--- src/rtl/idp_pkg.sv ---
// Shared codes for the integer-datapath sequencer: op classes, FSM states, mux selects.
// Latency: n/a (declarations only).
// Backpressure: n/a.
package idp_pkg;

  typedef enum logic [2:0] {
    CLS_ALU_R  = 3'b000,
    CLS_ALU_I  = 3'b001,
    CLS_MULDIV = 3'b010,
    CLS_MFHI   = 3'b011,
    CLS_MFLO   = 3'b100,
    CLS_LDY    = 3'b101,
    CLS_LINK   = 3'b110,
    CLS_ILL    = 3'b111
  } op_class_e;

  typedef enum logic [1:0] {
    ST_IDLE = 2'b00,
    ST_READ = 2'b01,
    ST_EXEC = 2'b10,
    ST_WB   = 2'b11
  } state_e;

  // Y-mux sources
  localparam logic [2:0] YS_ALU = 3'b000;
  localparam logic [2:0] YS_HI  = 3'b001;
  localparam logic [2:0] YS_LO  = 3'b010;
  localparam logic [2:0] YS_DY  = 3'b011;
  localparam logic [2:0] YS_PC  = 3'b100;

  // Destination-address selects
  localparam logic [1:0] DA_RD  = 2'b00;
  localparam logic [1:0] DA_RT  = 2'b01;
  localparam logic [1:0] DA_R31 = 2'b10;
  localparam logic [1:0] DA_R29 = 2'b11;

  // Micro-op as captured on the handshake
  typedef struct packed {
    op_class_e  cls;
    logic [4:0] fs;
    logic [4:0] s;
    logic [4:0] t;
    logic [4:0] d;
  } uop_t;

endpackage

--- src/rtl/idp_wb_decode.sv ---
// Write-back table: op class -> regfile write enable, Y-mux select, dest select, error.
// Latency: combinational.
// Backpressure: none; the caller qualifies the outputs with the WB state.
module idp_wb_decode
  import idp_pkg::*;
(
  input  op_class_e  cls,
  output logic       d_en,
  output logic [2:0] y_sel,
  output logic [1:0] da_sel,
  output logic       err
);

  // Per-class write-back settings; defaults cover ALU_R
  always_comb begin
    d_en   = 1'b1;
    y_sel  = YS_ALU;
    da_sel = DA_RD;
    err    = 1'b0;
    case (cls)
      CLS_ALU_R:  ;
      CLS_ALU_I:  da_sel = DA_RT;
      CLS_MULDIV: d_en = 1'b0;
      CLS_MFHI:   y_sel = YS_HI;
      CLS_MFLO:   y_sel = YS_LO;
      CLS_LDY: begin
        y_sel  = YS_DY;
        da_sel = DA_RT;
      end
      CLS_LINK: begin
        y_sel  = YS_PC;
        da_sel = DA_R31;
      end
      CLS_ILL: begin
        d_en = 1'b0;
        err  = 1'b1;
      end
      default: d_en = 1'b0;
    endcase
  end

endmodule

--- src/rtl/idp_sequencer.sv ---
// Multi-cycle controller sequencing one micro-op through READ, EXEC and WB on the integer datapath.
// Latency: accept to regfile write edge = 3 cycles (MULDIV: 2 + MULDIV_CYC); back-to-back throughput 3 cycles.
// Backpressure: op_ready only in IDLE and WB; op inputs are sampled solely on op_valid & op_ready.
module idp_sequencer
  import idp_pkg::*;
#(
  parameter int MULDIV_CYC = 1,  // EXEC dwell for MULDIV, 1..15
  parameter int CNT_W      = 4
) (
  input  logic       clk,
  input  logic       reset,
  input  logic       op_valid,
  output logic       op_ready,
  input  logic [2:0] op_class,
  input  logic [4:0] op_fs,
  input  logic [4:0] op_s,
  input  logic [4:0] op_t,
  input  logic [4:0] op_d,
  input  logic       C,
  input  logic       V,
  input  logic       N,
  input  logic       Z,
  output logic [4:0] S_Addr,
  output logic [4:0] T_Addr,
  output logic [4:0] D_Addr,
  output logic [4:0] FS,
  output logic       T_Sel,
  output logic       HILO_LD,
  output logic       D_En,
  output logic [1:0] DA_sel,
  output logic [2:0] Y_Sel,
  output logic [3:0] flags_q,
  output logic       done,
  output logic       err,
  output logic       busy
);

  state_e           state, next_state;
  uop_t             op_q;
  logic [CNT_W-1:0] cnt;
  logic             accept;
  logic             last_exec;
  logic             wb_d_en, wb_err;
  logic [2:0]       wb_y_sel;
  logic [1:0]       wb_da_sel;

  assign last_exec = (cnt <= CNT_W'(1));

  // State register; reset aborts any op in flight
  always_ff @(posedge clk) begin
    if (!reset) state <= ST_IDLE;
    else        state <= next_state;
  end

  // Next-state and handshake decode
  always_comb begin
    next_state = state;
    accept     = op_valid & op_ready;
    case (state)
      ST_IDLE: if (accept) next_state = ST_READ;
      ST_READ: next_state = ST_EXEC;
      ST_EXEC: if (last_exec) next_state = ST_WB;
      ST_WB:   next_state = accept ? ST_READ : ST_IDLE;
      default: next_state = ST_IDLE;
    endcase
  end

  // op_ready is a registered copy of "next state accepts", so it is 0 while reset is applied
  always_ff @(posedge clk) begin
    if (!reset) op_ready <= 1'b0;
    else        op_ready <= (next_state == ST_IDLE) || (next_state == ST_WB);
  end

  // Capture the micro-op on the handshake; it then drives addresses and FS until the next accept
  always_ff @(posedge clk) begin
    if (!reset) begin
      op_q <= '0;
    end else if (accept) begin
      op_q.cls <= op_class_e'(op_class);
      op_q.fs  <= op_fs;
      op_q.s   <= op_s;
      op_q.t   <= op_t;
      op_q.d   <= op_d;
    end
  end

  // EXEC dwell counter: loaded during READ, counts down to 1 in EXEC
  always_ff @(posedge clk) begin
    if (!reset) begin
      cnt <= '0;
    end else if (state == ST_READ) begin
      cnt <= (op_q.cls == CLS_MULDIV) ? CNT_W'(MULDIV_CYC) : CNT_W'(1);
    end else if (state == ST_EXEC && !last_exec) begin
      cnt <= cnt - CNT_W'(1);
    end
  end

  // ALU flags are captured only at the end of an ALU op's last EXEC cycle
  always_ff @(posedge clk) begin
    if (!reset) begin
      flags_q <= '0;
    end else if (state == ST_EXEC && last_exec &&
                 (op_q.cls == CLS_ALU_R || op_q.cls == CLS_ALU_I)) begin
      flags_q <= {C, V, N, Z};
    end
  end

  idp_wb_decode u_wb_decode (
    .cls    (op_q.cls),
    .d_en   (wb_d_en),
    .y_sel  (wb_y_sel),
    .da_sel (wb_da_sel),
    .err    (wb_err)
  );

  assign S_Addr  = op_q.s;
  assign T_Addr  = op_q.t;
  assign D_Addr  = op_q.d;
  assign FS      = op_q.fs;
  assign T_Sel   = (state == ST_READ) && (op_q.cls == CLS_ALU_I);
  // HI/LO load at the end of MULDIV EXEC so a following MFHI/MFLO reads the new value
  assign HILO_LD = (state == ST_EXEC) && last_exec && (op_q.cls == CLS_MULDIV);
  assign done    = (state == ST_WB);
  assign D_En    = done & wb_d_en;
  assign err     = done & wb_err;
  assign Y_Sel   = done ? wb_y_sel  : YS_ALU;
  assign DA_sel  = done ? wb_da_sel : DA_RD;
  assign busy    = (state != ST_IDLE);

endmodule

--- config.mk ---
export PLATFORM = sky130hd
export DESIGN_NAME = idp_sequencer
export DESIGN_NICKNAME = d
export VERILOG_FILES = /design/src/rtl/idp_pkg.sv /design/src/rtl/idp_wb_decode.sv /design/src/rtl/idp_sequencer.sv
export SDC_FILE = /design/constraint.sdc
export NUM_CORES = 1
export LEC_CHECK = 0
export CELL_PAD_IN_SITES_DETAIL_PLACEMENT = 1
export CELL_PAD_IN_SITES_GLOBAL_PLACEMENT = 2
export CORE_MARGIN = 8
export CORE_UTILIZATION = 21
export CTS_CLUSTER_SIZE = 14
export DETAILED_ROUTE_END_ITERATION = 8
export HOLD_SLACK_MARGIN = 0.08
export PLACE_DENSITY_LB_ADDON = 0.3
export SLEW_MARGIN = 20
export SYNTH_ARGS = -nofsm -noshare
export SYNTH_HDL_FRONTEND = slang
export SYNTH_SLANG_ARGS = --single-unit
--- constraint.sdc ---
create_clock -name clk -period 1.6 [get_ports clk]
set_clock_uncertainty 0.1 [all_clocks]
set_input_delay 0.32 -clock clk [delete_from_list [all_inputs] [get_ports clk]]
set_output_delay 0.32 -clock clk [all_outputs]
set_load 0.05 [all_outputs]
==> impl_metrics.env, run 1 <==
export IMPL_outcome="finished, violations left"
export IMPL_violations="negative setup slack"
export IMPL_clk_pin_slew_ns=0.07
export IMPL_route_antenna_remaining_nets=0
export IMPL_cts_made_buffers=5
export IMPL_synth_ff_latch_count=34
export IMPL_wire_per_inst_um=13.9
export IMPL_finalWorstPathRequiredPeriod_ns=1.92
export IMPL_synth_area_leaders="sky130_fd_sc_hd__dfxtp_1, sky130_fd_sc_hd__nand2_1, sky130_fd_sc_hd__a21boi_0"
export IMPL_timing_setup_critical_path_class="flip-flop to primary output"
export IMPL_port_buffer_count=65
export IMPL_totalNegativeSetupSlack_ns=-1.43
export IMPL_slowest_stage="sky130_fd_sc_hd__dfxtp_4"
export IMPL_synth_nets=232
export IMPL_worstPathRequired_ns=1.18
export IMPL_finalCritPeriodShare_pct=120
export IMPL_synth_warning_count=0
export IMPL_ctsHtreeMaxLevel=2
export IMPL_gp_congestion=0.678
export IMPL_drive_gt1_share_pct=40.3
export IMPL_area_delta_synth_final_pct=87.9
export IMPL_hpwlAfterDp_um=3750
export IMPL_setup_ws_ns=-0.320
export IMPL_end_kind="primary output"
export IMPL_number_of_standard_cell_rows_in_the_floorplan=32
export IMPL_first_pass_iters=4
export IMPL_drtIter0Drc=29
export IMPL_synth_largest_area_cell="sky130_fd_sc_hd__dfxtp_1"
export IMPL_p_leak_nw=1.18
export IMPL_timing_hold_worst_class="flip-flop to flip-flop"
export IMPL_totalWireLength_um=5080
export IMPL_syn_mean_instance_area_um2=8.50
export IMPL_synth_common_cells="sky130_fd_sc_hd__nand2_1, sky130_fd_sc_hd__dfxtp_1, sky130_fd_sc_hd__a21boi_0"
export IMPL_yosys_cell_types_count=29
export IMPL_io_pins=66
export IMPL_drv_cap=0
export IMPL_finalNetCount=299
export IMPL_drc=0
export IMPL_dieArea_um2=11000
export IMPL_globalRouteTotalUtil_pct=9.24
export IMPL_netSwitchingPower_w=0.00163
export IMPL_ir_drop_uv=412
export IMPL_die_width_um=105
export IMPL_synth_top_cell_area_share_pct=41.1
export IMPL_timing_critical_path_fanout_max=3
export IMPL_worst_skew_pair_late_latency_ns=0.28
export IMPL_share_seq_of_total_power_pct=28.9
export IMPL_synth_sequential_area_ratio_pct=41.1
export IMPL_rsz0062_at_grt="yes"
export IMPL_max_clock_freq_ghz=0.521
export IMPL_finalSetupViolCount=11
export IMPL_critical_path_arrival_ns=1.50
export IMPL_synth_edff_count=0
export IMPL_area_sequential_um2=697
export IMPL_cellPowerDensity_nw_per_um2=1360
export IMPL_core_region_area_um2=7690
export IMPL_ctsRootBufferMaster="sky130_fd_sc_hd__clkbuf_8"
export IMPL_fp_dieH_um=105
export IMPL_slew_viol_final=0
export IMPL_pwr_share_clk_pct=15.9
export IMPL_grt_first_pass_wirelength_um=8160
export IMPL_multi_input_comb_area_um2=951
export IMPL_max_slew_worst_pin_slew_ns=0.270
export IMPL_synth_most_common_cell="sky130_fd_sc_hd__nand2_1"
export IMPL_synth_cells=195
export IMPL_synth_cell_area_um2=1660
export IMPL_cell_internal_pwr_w=0.00259
export IMPL_grt_start_max_net_pins=24
export IMPL_via_count_of_the_first_global_routing_pass=1605
export IMPL_grt_ovfl_total=0
export IMPL_synthFlopType="sky130_fd_sc_hd__dfxtp_1"
export IMPL_via_cell_ratio=4.03
export IMPL_finalHoldViolCount=0
export IMPL_setup_worst_path_start_class="flip-flop"
export IMPL_dpl_cell_area_um2=2800
export IMPL_final_instance_area_um2=3120
export IMPL_slew_headroom_pct=81.8
export IMPL_cts_num_sinks=34
export IMPL_critical_path_max_stage_delay_ns=0.37
export IMPL_power_share_switching_pct=38.6
export IMPL_detailedPlace_worstSlack_ns=-0.200
export IMPL_cts_root_to_sink_buffers=2
export IMPL_initial_antenna_violation_count=0
export IMPL_cts_tree="yes"
export IMPL_via_count=1472
export IMPL_share_comb_of_total_power_pct=55.2
export IMPL_antenna_cells=0
export IMPL_initial_utilization_pct=21.6
export IMPL_synth_async_reset_ratio_pct=0
export IMPL_critical_path_cell_chain="inv_4 -> ha_4 -> nor2_2 -> nand3b_1 -> nor3_4 -> buf_12"
export IMPL_fillCellCount=858
export IMPL_finalPower_w=0.00423
-- metrics by stage --
| stage | hold WS (ns) | cells | utilization, % |
|---|---|---|---|
| finish | 0.400 | 365 | 40.5 |
| global route | 0.417 | 365 | 40.5 |
| CTS | 0.407 | 364 | 39.9 |
| detailed placement | 0.396 | 350 | 36.4 |
| global placement | 0.387 | 350 | 36.4 |
| floorplan | 0.344 | 195 | - |
-- routing by layer --
metal	routed length, µm	track usage [%]
met2	2660	16.3
met3	344	3.69
met1	2010	9.80
met4	63	3.06
met5	0	0
-- critical path: cells and delay by family, from the launching register on --
kind,cells,cell delay (ns)
buf+inv,2,0.22
simple gates,3,0.51
flops,1,0.37
fa+ha+maj,1,0.13
-- flip-flops by register name, summed over array words and instances (netlist names) --
signal,flops
op_q,3
S_Addr,5
T_Addr,5
D_Addr,5
flags_q,4
op_ready,1
FS,5
cnt,4
state,2
-- path summary, 6_finish.rpt --
kind / from / end / slack (ns) / cells after the start
max: cnt[0] / HILO_LD / -0.32 / 6
min: D_Addr[3] / D_Addr[3] / 0.40 / 2
max reg2reg: cnt[0] / op_ready / -0.12 / 7
min reg2reg: D_Addr[3] / D_Addr[3] / 0.40 / 2
-- power by group through the flow --
stage          clock [W]  sequential [W]  combinational (W)
2_1_floorplan          0         0.00121            0.00103
3_3_place_gp           0         0.00117            0.00195
3_5_place_dp           0         0.00117            0.00198
4_1_cts         0.000710         0.00119            0.00226
5_1_grt         0.000741         0.00124            0.00252
6_report        0.000671         0.00122            0.00233
-- layout make-up --
class / instances / area share (%)
Clock buffer: 7 / 2.77
Timing Repair Buffer: 90 / 39.1
Clock inverter: 1 / 0.161
Sequential cell: 34 / 22.4
Tap cell: 102 / 4.10
Inverter: 5 / 1.00
Multi-Input combinational cell: 126 / 30.5
-- cells in the final DEF, fill, tap and decap left out, drive strengths merged, types with 2 or more instances in the layout --
master / netlist / final
xnor2: 4 / 4
ha: 7 / 7
mux2: 2 / 2
and2: 3 / 3
dfxtp: 34 / 34
mux2i: 4 / 4
or3: 2 / 2
buf: 23 / 61
nand2: 52 / 52
a21boi: 24 / 24
nand2b: 2 / 2
nor2: 11 / 11
clkdlybuf4s50: 0 / 29
clkbuf: 7 / 7
inv: 5 / 5
nor2b: 5 / 5
-- what timing repair did --
| item | 4_1_cts | 5_1_grt |
|---|---|---|
| pin swaps | 5 | 5 |
| gates resized for setup | 36 | 12 |
| endpoints found under the setup margin | 16 | 19 |
| hold buffers | 0 | 0 |
| setup buffers | 6 | 4 |
-- cells by family after synthesis --
kind of cell / share of synthesized area [%]
DFF: 41.1
buffers and inverters: 13.1
adders and majority gates: 5.28
muxes: 3.77
and+or+nand+nor: 20.6
AOI/OAI and AO/OA: 14.1
xor gates and xnor gates: 2.11
No activity file was read; power rests on OpenSTA's default activity.
==> run 2, diff against run 1 <==
--- a/config.mk
+++ b/config.mk
@@ -5,10 +5,10 @@
 export SDC_FILE = /design/constraint.sdc
 export NUM_CORES = 1
 export LEC_CHECK = 0
-export CELL_PAD_IN_SITES_DETAIL_PLACEMENT = 1
-export CELL_PAD_IN_SITES_GLOBAL_PLACEMENT = 2
+export CELL_PAD_IN_SITES_DETAIL_PLACEMENT = 0
+export CELL_PAD_IN_SITES_GLOBAL_PLACEMENT = 1
 export CORE_MARGIN = 8
-export CORE_UTILIZATION = 21
+export CORE_UTILIZATION = 28
 export CTS_CLUSTER_SIZE = 14
 export DETAILED_ROUTE_END_ITERATION = 8
 export HOLD_SLACK_MARGIN = 0.08
==> constraint.sdc (replaced) <==
create_clock -name clk -period 1.6 [get_ports clk]
set_clock_uncertainty 0.1 [all_clocks]
set_input_delay 0.32 -clock clk [delete_from_list [all_inputs] [get_ports clk]]
set_output_delay 0.32 -clock clk [all_outputs]
set_load 0.02 [all_outputs]
==> run 2 against run 1 <==
Compared with the run above:
- final area fell by 14%
- hold slack got worse by 0.044 ns
- sequential cell count did not move
- routed wire length fell by 17%
- critical endpoint unchanged
- via count fell by 3.7%
- global-route usage rose by 0.81 points
- combinational power fell by 26%
- the run still ends with negative setup slack left
- highest routed layer unchanged
- sequential power fell by 5%
- non-clock buffer count fell by 1
- fmax rose by 11%
==> impl_metrics.env, run 2 (synthesis results as in run 1) <==
export IMPL_initial_utilization_pct=28.5
export IMPL_timing_critical_path_fanout_max=3
export IMPL_clk_pin_slew_ns=0.07
export IMPL_ctsHtreeMaxLevel=2
export IMPL_timing_hold_worst_endpoint="FS[4]"
export IMPL_ir_drop_uv=549
export IMPL_first_pass_iters=4
export IMPL_critical_path_arrival_ns=1.31
export IMPL_share_seq_of_total_power_pct=31.6
export IMPL_totalNegativeSetupSlack_ns=-0.844
export IMPL_number_of_standard_cell_rows_in_the_floorplan=28
export IMPL_wire_per_inst_um=12.5
export IMPL_dieArea_um2=8640
export IMPL_worstReg2RegStart="state[1]"
export IMPL_cts_hold_buffers=0
export IMPL_slew_viol_final=0
export IMPL_hp_start="FS[4]"
export IMPL_placedCellCount=323
export IMPL_cts_made_buffers=5
export IMPL_worst_r2r_cell_count=6
export IMPL_grt_busiest_layer="met2"
export IMPL_via_count=1417
export IMPL_route_antenna_remaining_nets=0
export IMPL_totalWireLength_um=4230
export IMPL_pwr_share_clk_pct=21.5
export IMPL_finalHoldViolCount=0
export IMPL_area_delta_synth_final_pct=62.2
export IMPL_finalSetupViolCount=10
export IMPL_core_region_area_um2=5820
export IMPL_max_clock_freq_ghz=0.579
export IMPL_finalWorstPathRequiredPeriod_ns=1.73
export IMPL_hpwlAfterDp_um=2980
export IMPL_end_kind="primary output"
export IMPL_cts_tree="yes"
export IMPL_cell_internal_pwr_w=0.00239
export IMPL_die_width_um=92.9
export IMPL_drive_gt1_share_pct=29.4
export IMPL_detailedPlace_worstSlack_ns=-0.379
export IMPL_finalCritPeriodShare_pct=108
export IMPL_met2_usage_pct=16.8
export IMPL_worstPathRequired_ns=1.18
export IMPL_io_pins=66
export IMPL_via_count_of_the_first_global_routing_pass=1488
export IMPL_reg2reg_to="op_ready"
export IMPL_max_slew_worst_pin_slew_ns=0.270
export IMPL_fillCellCount=609
export IMPL_initial_antenna_violation_count=0
export IMPL_grt_ovfl_total=0
export IMPL_rsz0062_at_grt="yes"
export IMPL_cts_num_sinks=34
export IMPL_fp_dieH_um=92.9
export IMPL_timing_setup_critical_path_class="flip-flop to primary output"
export IMPL_drc=0
export IMPL_min_delay_path_depth=2
export IMPL_netSwitchingPower_w=0.00127
export IMPL_r2r_setup_slack_ns=-0.09
export IMPL_ctsRootBufferMaster="sky130_fd_sc_hd__clkbuf_8"
export IMPL_power_share_switching_pct=34.7
export IMPL_cts_root_to_sink_buffers=2
export IMPL_global_route_track_usage_on_met1_pct=10.9
export IMPL_finalPower_w=0.00367
export IMPL_grt_first_pass_wirelength_um=7000
export IMPL_most_common_layout_cells="sky130_fd_sc_hd__nand2_1, sky130_fd_sc_hd__dfxtp_1, sky130_fd_sc_hd__clkdlybuf4s50_1"
export IMPL_via_cell_ratio=4.20
export IMPL_globalRouteTotalUtil_pct=10.0
export IMPL_slew_headroom_pct=82.0
export IMPL_layout_cells_most_common="sky130_fd_sc_hd__nand2_1"
export IMPL_cellPowerDensity_nw_per_um2=1360
export IMPL_p_leak_nw=1.14
export IMPL_outcome="finished, violations left"
export IMPL_postLayoutCoreUtil_pct=46.2
export IMPL_finalNetCount=298
export IMPL_groute_layer_met3_usage_pct=4.13
export IMPL_violations="negative setup slack"
export IMPL_port_buffer_count=65
export IMPL_antenna_cells=0
export IMPL_setup_ws_ns=-0.128
export IMPL_finish_cell_count_without_fillers=337
export IMPL_share_comb_of_total_power_pct=47.0
export IMPL_setup_worst_path_start_class="flip-flop"
export IMPL_gp_congestion=0.691
export IMPL_drv_cap=0
export IMPL_drtIter0Drc=42
export IMPL_grt_start_max_net_pins=24
export IMPL_worst_skew_pair_late_latency_ns=0.29
export IMPL_timing_hold_worst_class="flip-flop to flip-flop"
-- run 2: routing by layer --
layer | vias up | wire length (µm)
met3 | 6 | 310
met1 | 636 | 1740
met4 | 0 | 78
met5 | - | 0
li1 | 736 | -
met2 | 39 | 2090
-- run 2: worst max-delay path, stage by stage (launching register included) --
cell and delay, ns:
sky130_fd_sc_hd__dfxtp_2 0.33, sky130_fd_sc_hd__inv_4 0.08, sky130_fd_sc_hd__ha_4 0.14, sky130_fd_sc_hd__nor2_2 0.04
sky130_fd_sc_hd__nand3b_1 0.17, sky130_fd_sc_hd__nor3_2 0.11, sky130_fd_sc_hd__buf_4 0.16
-- run 2: layout make-up --
class                   count  area, µm²  share of cell area, %
multi-input cells         126        933                   34.7
well taps                  75       93.8                   3.49
repair buffers             89        820                   30.5
inverters                   5       33.8                   1.26
clock buffers               5       68.8                   2.56
flip-flops and latches     34        694                   25.8
clock inverters             3       45.0                   1.68
-- run 2: timing repair --
| action | 4_1_cts | 5_1_grt |
|---|---|---|
| setup buffers | 4 | 2 |
| pin swaps | 6 | 5 |
| cloned | 0 | 0 |
| gates resized for setup | 118 | 23 |
| endpoints found under the setup margin | 42 | 17 |
-- run 2: power groups by stage --
stage                     sequential [W]  combinational [W]  clock (W)
after floorplan                  0.00114           0.000803          0
after global placement           0.00111            0.00137          0
after detailed placement         0.00112            0.00138          0
after CTS                        0.00115            0.00162   0.000817
after global routing             0.00119            0.00189   0.000850
final                            0.00116            0.00172   0.000788
-- run 2: how the worst max path moves through the flow --
stage / start / end / slack (ns) / cells past startpoint
after floorplan: state[0] / op_ready / 0.009 / 5
after global placement: cnt[1] / HILO_LD / -0.35 / 6
after detailed placement: cnt[1] / HILO_LD / -0.38 / 6
after CTS: cnt[1] / HILO_LD / -0.14 / 6
after global routing: cnt[1] / HILO_LD / -0.24 / 6
final: cnt[1] / HILO_LD / -0.13 / 6
-- run 2: through the flow --
step           hold WS [ns]  cell area [µm²]
6_report              0.356             2690
5_1_grt               0.382             2690
4_1_cts               0.363             2580
3_5_place_dp          0.356             2340
3_3_place_gp          0.348             2340
2_1_floorplan         0.344             1660
